--- src/rtl/branch_predictor_if.sv ---
// Fetch-lookup and execute-update signals shared between the pipeline and the predictor.
interface branch_predictor_if;
    logic [31:0] fetch_pc;
    logic [31:0] predict_pc;
    logic        predict_taken;
    logic        predict_ret;
    logic        update_valid;
    logic [31:0] update_pc;
    logic [31:0] update_target;
    logic        update_taken;
    logic [1:0]  update_kind;

    // Pipeline side: presents fetch addresses and resolved branches, consumes predictions.
    modport master (
        output fetch_pc, update_valid, update_pc, update_target, update_taken, update_kind,
        input  predict_pc, predict_taken, predict_ret
    );

    // Predictor side.
    modport slave (
        input  fetch_pc, update_valid, update_pc, update_target, update_taken, update_kind,
        output predict_pc, predict_taken, predict_ret
    );
endinterface

--- src/rtl/branch_predictor.sv ---
// Direct-mapped BTB with 2-bit direction counters plus a circular return-address stack.
// Lookup is purely combinational; every update lands on the next rising clock edge.
module branch_predictor #(
    parameter int unsigned BTB_ENTRIES = 16,
    parameter int unsigned RAS_DEPTH   = 8
) (
    input logic               clk,
    input logic               reset,
    branch_predictor_if.slave bp
);
    localparam int unsigned IDX    = $clog2(BTB_ENTRIES);
    localparam int unsigned TAG_W  = 30 - IDX;
    localparam int unsigned RAS_PW = $clog2(RAS_DEPTH);
    localparam int unsigned CNT_W  = RAS_PW + 1;

    localparam logic [1:0] KIND_BR   = 2'b00;
    localparam logic [1:0] KIND_JAL  = 2'b01;
    localparam logic [1:0] KIND_CALL = 2'b10;
    localparam logic [1:0] KIND_RET  = 2'b11;

    localparam logic [CNT_W-1:0] RAS_FULL = CNT_W'(RAS_DEPTH);

    // BTB storage; only the valid bits are reset, the rest is qualified by them.
    logic [BTB_ENTRIES-1:0] valid;
    logic [TAG_W-1:0]       tag_mem    [BTB_ENTRIES];
    logic [31:0]            target_mem [BTB_ENTRIES];
    logic [1:0]             ctr_mem    [BTB_ENTRIES];
    logic [1:0]             kind_mem   [BTB_ENTRIES];

    // RAS storage; ras_top addresses the most recent push when ras_count is non-zero.
    logic [31:0]       ras_mem [RAS_DEPTH];
    logic [RAS_PW-1:0] ras_top;
    logic [CNT_W-1:0]  ras_count;

    logic [IDX-1:0]   f_idx, u_idx;
    logic [TAG_W-1:0] f_tag, u_tag;
    logic             f_hit, u_hit;
    logic [31:0]      fall_through;
    logic             ras_empty;
    logic             do_push, do_pop;

    // Byte-offset bits carry no information for aligned instructions.
    logic unused_offset_bits;
    assign unused_offset_bits = ^{bp.fetch_pc[1:0], bp.update_pc[1:0]};

    assign f_idx        = bp.fetch_pc[IDX+1:2];
    assign f_tag        = bp.fetch_pc[31:IDX+2];
    assign u_idx        = bp.update_pc[IDX+1:2];
    assign u_tag        = bp.update_pc[31:IDX+2];
    assign f_hit        = valid[f_idx] && (tag_mem[f_idx] == f_tag);
    assign u_hit        = valid[u_idx] && (tag_mem[u_idx] == u_tag);
    assign fall_through = bp.fetch_pc + 32'd4;
    assign ras_empty    = (ras_count == '0);

    assign do_push = bp.update_valid && bp.update_taken && (bp.update_kind == KIND_CALL);
    assign do_pop  = bp.update_valid && bp.update_taken && (bp.update_kind == KIND_RET) && !ras_empty;

    // Next-PC selection from the current BTB entry and RAS top.
    always_comb begin
        bp.predict_pc    = fall_through;
        bp.predict_taken = 1'b0;
        bp.predict_ret   = 1'b0;
        if (f_hit) begin
            case (kind_mem[f_idx])
                KIND_BR: begin
                    if (ctr_mem[f_idx][1]) begin
                        bp.predict_pc    = target_mem[f_idx];
                        bp.predict_taken = 1'b1;
                    end
                end
                KIND_JAL, KIND_CALL: begin
                    bp.predict_pc    = target_mem[f_idx];
                    bp.predict_taken = 1'b1;
                end
                default: begin
                    if (!ras_empty) begin
                        bp.predict_pc    = ras_mem[ras_top];
                        bp.predict_taken = 1'b1;
                        bp.predict_ret   = 1'b1;
                    end
                end
            endcase
        end
    end

    // Valid bits: cleared asynchronously, set when a taken miss allocates an entry.
    always_ff @(posedge clk or posedge reset) begin
        if (reset) begin
            valid <= '0;
        end else if (bp.update_valid && !u_hit && bp.update_taken) begin
            valid[u_idx] <= 1'b1;
        end
    end

    // Entry payload: counter training on hits, rewrite or allocation on taken outcomes.
    always_ff @(posedge clk) begin
        if (bp.update_valid) begin
            if (u_hit) begin
                if (kind_mem[u_idx] == KIND_BR) begin
                    if (bp.update_taken) begin
                        if (ctr_mem[u_idx] != 2'b11) ctr_mem[u_idx] <= ctr_mem[u_idx] + 2'd1;
                    end else begin
                        if (ctr_mem[u_idx] != 2'b00) ctr_mem[u_idx] <= ctr_mem[u_idx] - 2'd1;
                    end
                end
                if (bp.update_taken) begin
                    target_mem[u_idx] <= bp.update_target;
                    kind_mem[u_idx]   <= bp.update_kind;
                end
            end else if (bp.update_taken) begin
                tag_mem[u_idx]    <= u_tag;
                target_mem[u_idx] <= bp.update_target;
                kind_mem[u_idx]   <= bp.update_kind;
                ctr_mem[u_idx]    <= 2'b10;
            end
        end
    end

    // RAS pointer/count: a push when full wraps onto the oldest slot and the count saturates.
    always_ff @(posedge clk or posedge reset) begin
        if (reset) begin
            ras_top   <= '0;
            ras_count <= '0;
        end else if (do_push) begin
            ras_top <= ras_top + 1'b1;
            if (ras_count != RAS_FULL) ras_count <= ras_count + 1'b1;
        end else if (do_pop) begin
            ras_top   <= ras_top - 1'b1;
            ras_count <= ras_count - 1'b1;
        end
    end

    // RAS data: the return address lands in the slot just above the current top.
    always_ff @(posedge clk) begin
        if (do_push) begin
            ras_mem[ras_top + 1'b1] <= bp.update_pc + 32'd4;
        end
    end
endmodule

--- src/flat_wrapper.sv ---
// flat-port wrapper written by rule: the top's interface ports become plain ports
module branch_predictor_flat 
#(
    parameter int unsigned BTB_ENTRIES = 16,
    parameter int unsigned RAS_DEPTH   = 8
)
  (clk, reset, bp_fetch_pc, bp_update_valid, bp_update_pc, bp_update_target, bp_update_taken, bp_update_kind, bp_predict_pc, bp_predict_taken, bp_predict_ret);
  branch_predictor_if bp_i ();
  input logic clk;
  input logic reset;
  input wire logic [$bits(bp_i.fetch_pc)-1:0] bp_fetch_pc;
  input wire logic [$bits(bp_i.update_valid)-1:0] bp_update_valid;
  input wire logic [$bits(bp_i.update_pc)-1:0] bp_update_pc;
  input wire logic [$bits(bp_i.update_target)-1:0] bp_update_target;
  input wire logic [$bits(bp_i.update_taken)-1:0] bp_update_taken;
  input wire logic [$bits(bp_i.update_kind)-1:0] bp_update_kind;
  output wire logic [$bits(bp_i.predict_pc)-1:0] bp_predict_pc;
  output wire logic [$bits(bp_i.predict_taken)-1:0] bp_predict_taken;
  output wire logic [$bits(bp_i.predict_ret)-1:0] bp_predict_ret;
  assign bp_i.fetch_pc = bp_fetch_pc;
  assign bp_i.update_valid = bp_update_valid;
  assign bp_i.update_pc = bp_update_pc;
  assign bp_i.update_target = bp_update_target;
  assign bp_i.update_taken = bp_update_taken;
  assign bp_i.update_kind = bp_update_kind;
  assign bp_predict_pc = bp_i.predict_pc;
  assign bp_predict_taken = bp_i.predict_taken;
  assign bp_predict_ret = bp_i.predict_ret;
  branch_predictor #(.BTB_ENTRIES(BTB_ENTRIES), .RAS_DEPTH(RAS_DEPTH)) u_core (.clk(clk), .reset(reset), .bp(bp_i));
endmodule
--- config.mk ---
export PLATFORM = sky130hd
export DESIGN_NAME = branch_predictor_flat
export DESIGN_NICKNAME = d
export VERILOG_FILES = /design/src/rtl/branch_predictor_if.sv /design/src/rtl/branch_predictor.sv /design/src/flat_wrapper.sv
export SDC_FILE = /design/constraint.sdc
export NUM_CORES = 2
export LEC_CHECK = 0
export CORE_MARGIN = 2
export CORE_UTILIZATION = 55
export DETAILED_ROUTE_END_ITERATION = 6
export PLACE_DENSITY = 0.75
export SLEW_MARGIN = 40
export SYNTH_ARGS = -nofsm -noshare
export SYNTH_HDL_FRONTEND = slang
export SYNTH_SLANG_ARGS = --single-unit
export TNS_END_PERCENT = 30
--- constraint.sdc ---
create_clock -name clk -period 9.8 [get_ports clk]
set_clock_uncertainty 0.2 [all_clocks]
set_input_delay 2.45 -clock clk [delete_from_list [all_inputs] [get_ports clk]]
set_output_delay 2.45 -clock clk [all_outputs]
set_load 0.02 [all_outputs]
Word-level counts from Yosys, hierarchy flattened
Memories as Yosys holds them, arrays and structs flattened. Index checks and enable logic that the tools add are counted.

Output and inout bits: 34. Input port bits: 102. Memories kept: 5. Logic and storage cells: 98. Bits in registers: 23. Bits in writable memories: 1248.

Memory list: u_core.target_mem (words 16, width 32, read ports 1, clocked after memory_dff 0, wr ports 1, RTL line branch_predictor.sv:26) `logic [31:0] target_mem [BTB_ENTRIES];`; u_core.tag_mem (words 16, width 26, read ports 2, clocked after memory_dff 0, wr ports 1, RTL line branch_predictor.sv:25) `logic [TAG_W-1:0] tag_mem [BTB_ENTRIES];`; u_core.ras_mem (words 8, width 32, read ports 1, clocked after memory_dff 0, wr ports 1, RTL line branch_predictor.sv:31) `logic [31:0] ras_mem [RAS_DEPTH];`; u_core.ctr_mem (words 16, width 2, read ports 2, clocked after memory_dff 0, wr ports 1, RTL line branch_predictor.sv:27) `logic [1:0] ctr_mem [BTB_ENTRIES];`; u_core.kind_mem (words 16, width 2, read ports 2, clocked after memory_dff 0, wr ports 1, RTL line branch_predictor.sv:28) `logic [1:0] kind_mem [BTB_ENTRIES];`.

Magnitude comparators: 3. Bitwise operators: 5. Add/subtract/negate cells: 8. Reduce and logical (&&, ||, !) cells: 19. Mux-type cells: 46. Eq/ne operators: 9.

Operators by type and width (number): $mux 32 (4); $add 32x3->32 const B (2); $pmux 32 s2 (1); $eq 26x26->1 (2); $mux 1 (29); $or 16x16->16 (1); $mux 4 (3); $lt 4x5->1 const B (2); $logic_and 1x1->1 (9); $bmux 1 s4 (2); $eq 2x2->1 const B (3); $mux 2 (3); $mux 3 (2); $add 4x1->4 const B (1); $demux 1 s4 (1); $ge 4x1->1 const B (1); $logic_not 2->1 (2); $logic_not 4->1 (1); $ne 2x2->1 const B (2); $ne 4x4->1 const B (1); $or 1x1->1 (4); $reduce_bool 2->1 (2); $sub 4x1->4 const B (1); $add 3x1->3 const B (1); 9 further kinds (10).

Depth between registers and ports, before layout
An unclocked memory read counts as a cell.

Depth after elaboration: 10. Gate-level depth with buffers: 20. Mapped depth without buffers: 9.

Worst setup path before layout
No wires, ideal clock.

Kind: input to output. Start: input port bp_fetch_pc[2]. End: output port bp_predict_pc[10]. Cell stages on the path: 17. Data required time: 7150 ps. Data arrival time: 7200 ps. Path buffers: 11. Setup slack: -50 ps. Cells stage by stage: buf_4 buf_6 buf_4 buf_4 buf_6 buf_4 buf_2 buf_1 buf_2 mux4_2 mux4_2 ha_1 clkbuf_1 or3b_2 and3_1 buf_4 o21ai_0.

Word-level cells in the longest chain between the ends: 5. Elaborated cells on any way between the ends: 17. Those cells by class: 1 x add/sub; 3 x eq/ne; 6 x mux; 3 x reduce/logical; 4 x memory.

RTL lines: start, declared (RTL line flat_wrapper.sv:11) `input wire logic [$bits(bp_i.fetch_pc)-1:0] bp_fetch_pc;`; parallel branches: the longest is 4 deep, another holds $add 32x3->32; $mux 32 * (RTL line branch_predictor.sv:63) `if (f_hit) begin`; end, declared (RTL line flat_wrapper.sv:17) `output wire logic [$bits(bp_i.predict_pc)-1:0] bp_predict_pc;`.

Mark *: on every way between the ends. The select of a mux whose other input is x is not followed.

Final worst setup path
Start: input port bp_fetch_pc[2]. End: output port bp_predict_pc[23].

The elaborated chain is that of the path after synthesis.

==> results.txt <==
outcome: finished, final reports clean
Slew headroom: 38.9%
Post-CTS Hold Fix Bufs: 0
post-synthesis net count: 3,071
top-area cell type share of the netlist area: 67.6%
clk sinks: 1,271
# DRC: 0
worst endpoint data arrival time: 6950 ps
vias in the first global route: 31.8k
R2R Path Start: u_core.tag_mem[15][20]$_DFFE_PP_
critical-path maximum fanout: 33
gpl congestion: 0.991
Worst Min Path Start: u_core.valid[7]$_DFFE_PP0P_
DIE AREA: 103,000 um2
Die Ht: 322 um
core box area: 100,000 um2
CTS tree: done
highest clock rate: 104 MHz
predominant post-synthesis flop cell: edfxtp_1
CTS root buffer: clkbuf_16
gr ovfl total: 0
via count: 31.6k
Final #Nets: 3,298
number of max-cap violations: 0
most frequent CP cell: buf_4
Seq/Total Area, Yosys: 68.6%
final hold violation count: 0
kind of critical path: input pin to output port
starting density of the core: 55.5%
Area contributors post-synth: edfxtp_1 (68%), mux4_2 (16%), mux2i_1 (3.5%)
DP Wirelength: 98,700 um
LEAKAGE: 20.6 nW
port buffer count: 135
cells along the critical path: buf_8 -> buf_4 -> mux4_2 -> a22oi_1 -> nand3_1 -> xor2_1 -> or4_1 -> or4_1 -> a2111oi_4 -> buf_4 -> buf_4 -> mux2i_1 -> a21oi_1 -> clkdlybuf4s50_1
Worst setup SP type: input pin
hold depth: 1
Worst VDD drop: 0.000179 V
Gate Count Post-Synth: 2,957
hold crit path type: flop to flop
setup TNS: 0 ps
Reg clk slew, reported paths: 60 ps
leading area contributor after synthesis: edfxtp_1
Routed wire per std cell: 34.2 um
Avg Cell Area, Syn: 18.8 um2
largest net degree at the start of global routing: 81
Final WS setup: 202 ps
worst reg2reg path depth: 10
synth-to-layout area growth: 13.8%
# rows: 116
clock latency at the later pin of the worst-skew pair: 770 ps
fin area: 63,100 um2
Total Routed Length: 157,000 um
flops & latches, synth: 1,271
GRT Total Usage: 30.6%
layout cell share with drive strength beyond 1: 25.6%
initial antenna violation count: 11
Ports: 136
total placed instance area: 58,900 um2
worst setup path start: bp_fetch_pc[2]
critical path's slowest cell: clkdlybuf4s50_1
fin crit share: 97.9%
Post-Syn Area: 55,500 um2
Worst Setup End Kind: output port
slowest stage delay, CP: 630 ps
Ys Warns: 0
first-pass GRT wire length: 224,000 um
CP required: 7150 ps
Die W: 322 um
drt pass-1 iters: 5
EDFF count, synth: 1,248
DRT iter0 DRCs: 4,534
Clock Path Buffers: 3
vias per cell: 6.89
min Tclk post-route: 9600 ps
CTS H-tree depth: 4
Final ANT Viol Nets: 0
Pwr Total: 0.0126 W
Power Dens Cells: 200 nW/um2
Final Max Slew Viols: 0
Setup violations, final: 0
Synth async-reset ratio: 1.81%
CTS Buf Count: 132
Setup WS pre-CTS: 24.8 ps
worst-margin pin slew: 909 ps
Netlist cell types: 71
RSZ-0062 raised after global routing: false
## where the power goes
part	total [W]	switching, W	internal (W)
sequential	0.00619	0.000101	0.00609
clock	0.00478	0.00210	0.00267
combinational	0.00164	0.000929	0.000716
total	0.0126	0.00313	0.00948
## placed cells by master (no fill, tap or decap), drive strengths merged, types with 21 or more instances in the layout
master | Yosys | final
clkinv | 4 | 62
xor2 | 40 | 40
mux4 | 396 | 396
mux2i | 192 | 192
buf | 100 | 164
nand2 | 129 | 129
o21ai | 46 | 46
nand3 | 54 | 54
o2bb2ai | 30 | 30
xnor2 | 63 | 63
clkbuf | 89 | 163
nor3 | 38 | 38
edfxtp | 1248 | 1248
nor2 | 88 | 88
clkdlybuf4s50 | 0 | 118
a21oi | 37 | 37
a22oi | 49 | 49
inv | 43 | 48
dfrtp | 23 | 23
a22o | 21 | 21
## metrics by stage
step | cells | hold WS (ps) | util (%)
after floorplan | 2957 | 251 | -
after global placement | 4342 | 266 | 58.9
after detailed placement | 4343 | 280 | 58.9
after CTS | 4578 | 290 | 63.0
after global routing | 4584 | 313 | 63.1
final | 4584 | 296 | 63.1
## Yosys cell counts, types with 11 or more instances
| cell | count |
|---|---|
| a2111oi_0 | 11 |
| a21oi_1 | 37 |
| a22o_1 | 21 |
| a22oi_1 | 49 |
| a31oi_1 | 17 |
| and3_1 | 18 |
| buf_1 | 34 |
| buf_2 | 29 |
| buf_4 | 31 |
| clkbuf_1 | 88 |
| dfrtp_1 | 23 |
| edfxtp_1 | 1248 |
| ha_1 | 11 |
| inv_1 | 42 |
| mux2_2 | 20 |
| mux2i_1 | 192 |
| mux4_2 | 396 |
| nand2_1 | 129 |
| nand3_1 | 54 |
| nand4_1 | 15 |
| nor2_1 | 88 |
| nor2b_1 | 12 |
| nor3_1 | 38 |
| nor4_1 | 14 |
| o21ai_0 | 36 |
| o22ai_1 | 11 |
| o2bb2ai_1 | 30 |
| or2_2 | 20 |
| xnor2_1 | 63 |
| xor2_1 | 40 |
## critical path, delay by kind of cell
| family | cells | cell delay, ps |
|---|---|---|
| AOI/OAI and AO/OA | 3 | 690 |
| buffers and inverters | 5 | 1650 |
| and+or+nand+nor | 3 | 1290 |
| muxes | 2 | 660 |
| xor gates and xnor gates | 1 | 170 |
## sequential cells by signal, summed over array words and instances (netlist names)
name,flops
u_core.valid,16
u_core.kind_mem,32
u_core.target_mem,512
u_core.ras_top,3
u_core.ras_count,4
u_core.ctr_mem,32
u_core.ras_mem,256
u_core.tag_mem,416
## logic make-up (layout without fill, tap and decap cells)
kind of cell	count (synthesis)	count (layout)	synth area share, %
buffers and inverters	236	564	1.96
xor gates and xnor gates	103	103	1.63
AOI/OAI and AO/OA	290	290	3.76
DFF	1271	1271	68.6
and+or+nand+nor	437	437	3.83
adders and majority gates	12	12	0.284
other	0	1	0
muxes	608	608	19.9
## routing by layer
layer | up-vias | routed length [um] | track usage, %
met3 | 357 | 17700 | 7.90
met5 | - | 79 | 0
met4 | 12 | 5510 | 11.1
met2 | 2123 | 75500 | 48.7
li1 | 12698 | - | -
met1 | 16394 | 57900 | 41.3
## repair_timing
item	in CTS	in global routing
buffers inserted	0	1
gates resized for setup	0	0
setup endpoints to repair	0	30
## final cells by class
type,instances,area [um2]
sequential,1271,38100
timing repair buffer,282,2540
inverter,47,188
clock inverter,72,614
multi-input combinational,1450,16600
tap,1298,1620
clock buffer,163,3500
fill,6696,36900
antenna,1,2.50
## path summary, 6_finish.rpt
kind                                              endpoint  slack [ps]
setup / recovery                         bp_predict_pc[23]         200
hold / removal                 u_core.valid[7]$_DFFE_PP0P_         300
setup reg to reg           u_core.tag_mem[7][17]$_DFFE_PP_        5290
hold reg to reg                u_core.valid[7]$_DFFE_PP0P_         300
max in group asynchronous    u_core.ras_top[0]$_DFFE_PP0P_        7090
min in group asynchronous  u_core.ras_count[0]$_DFFE_PP0P_        1900
(Power assumes the default switching activity.)
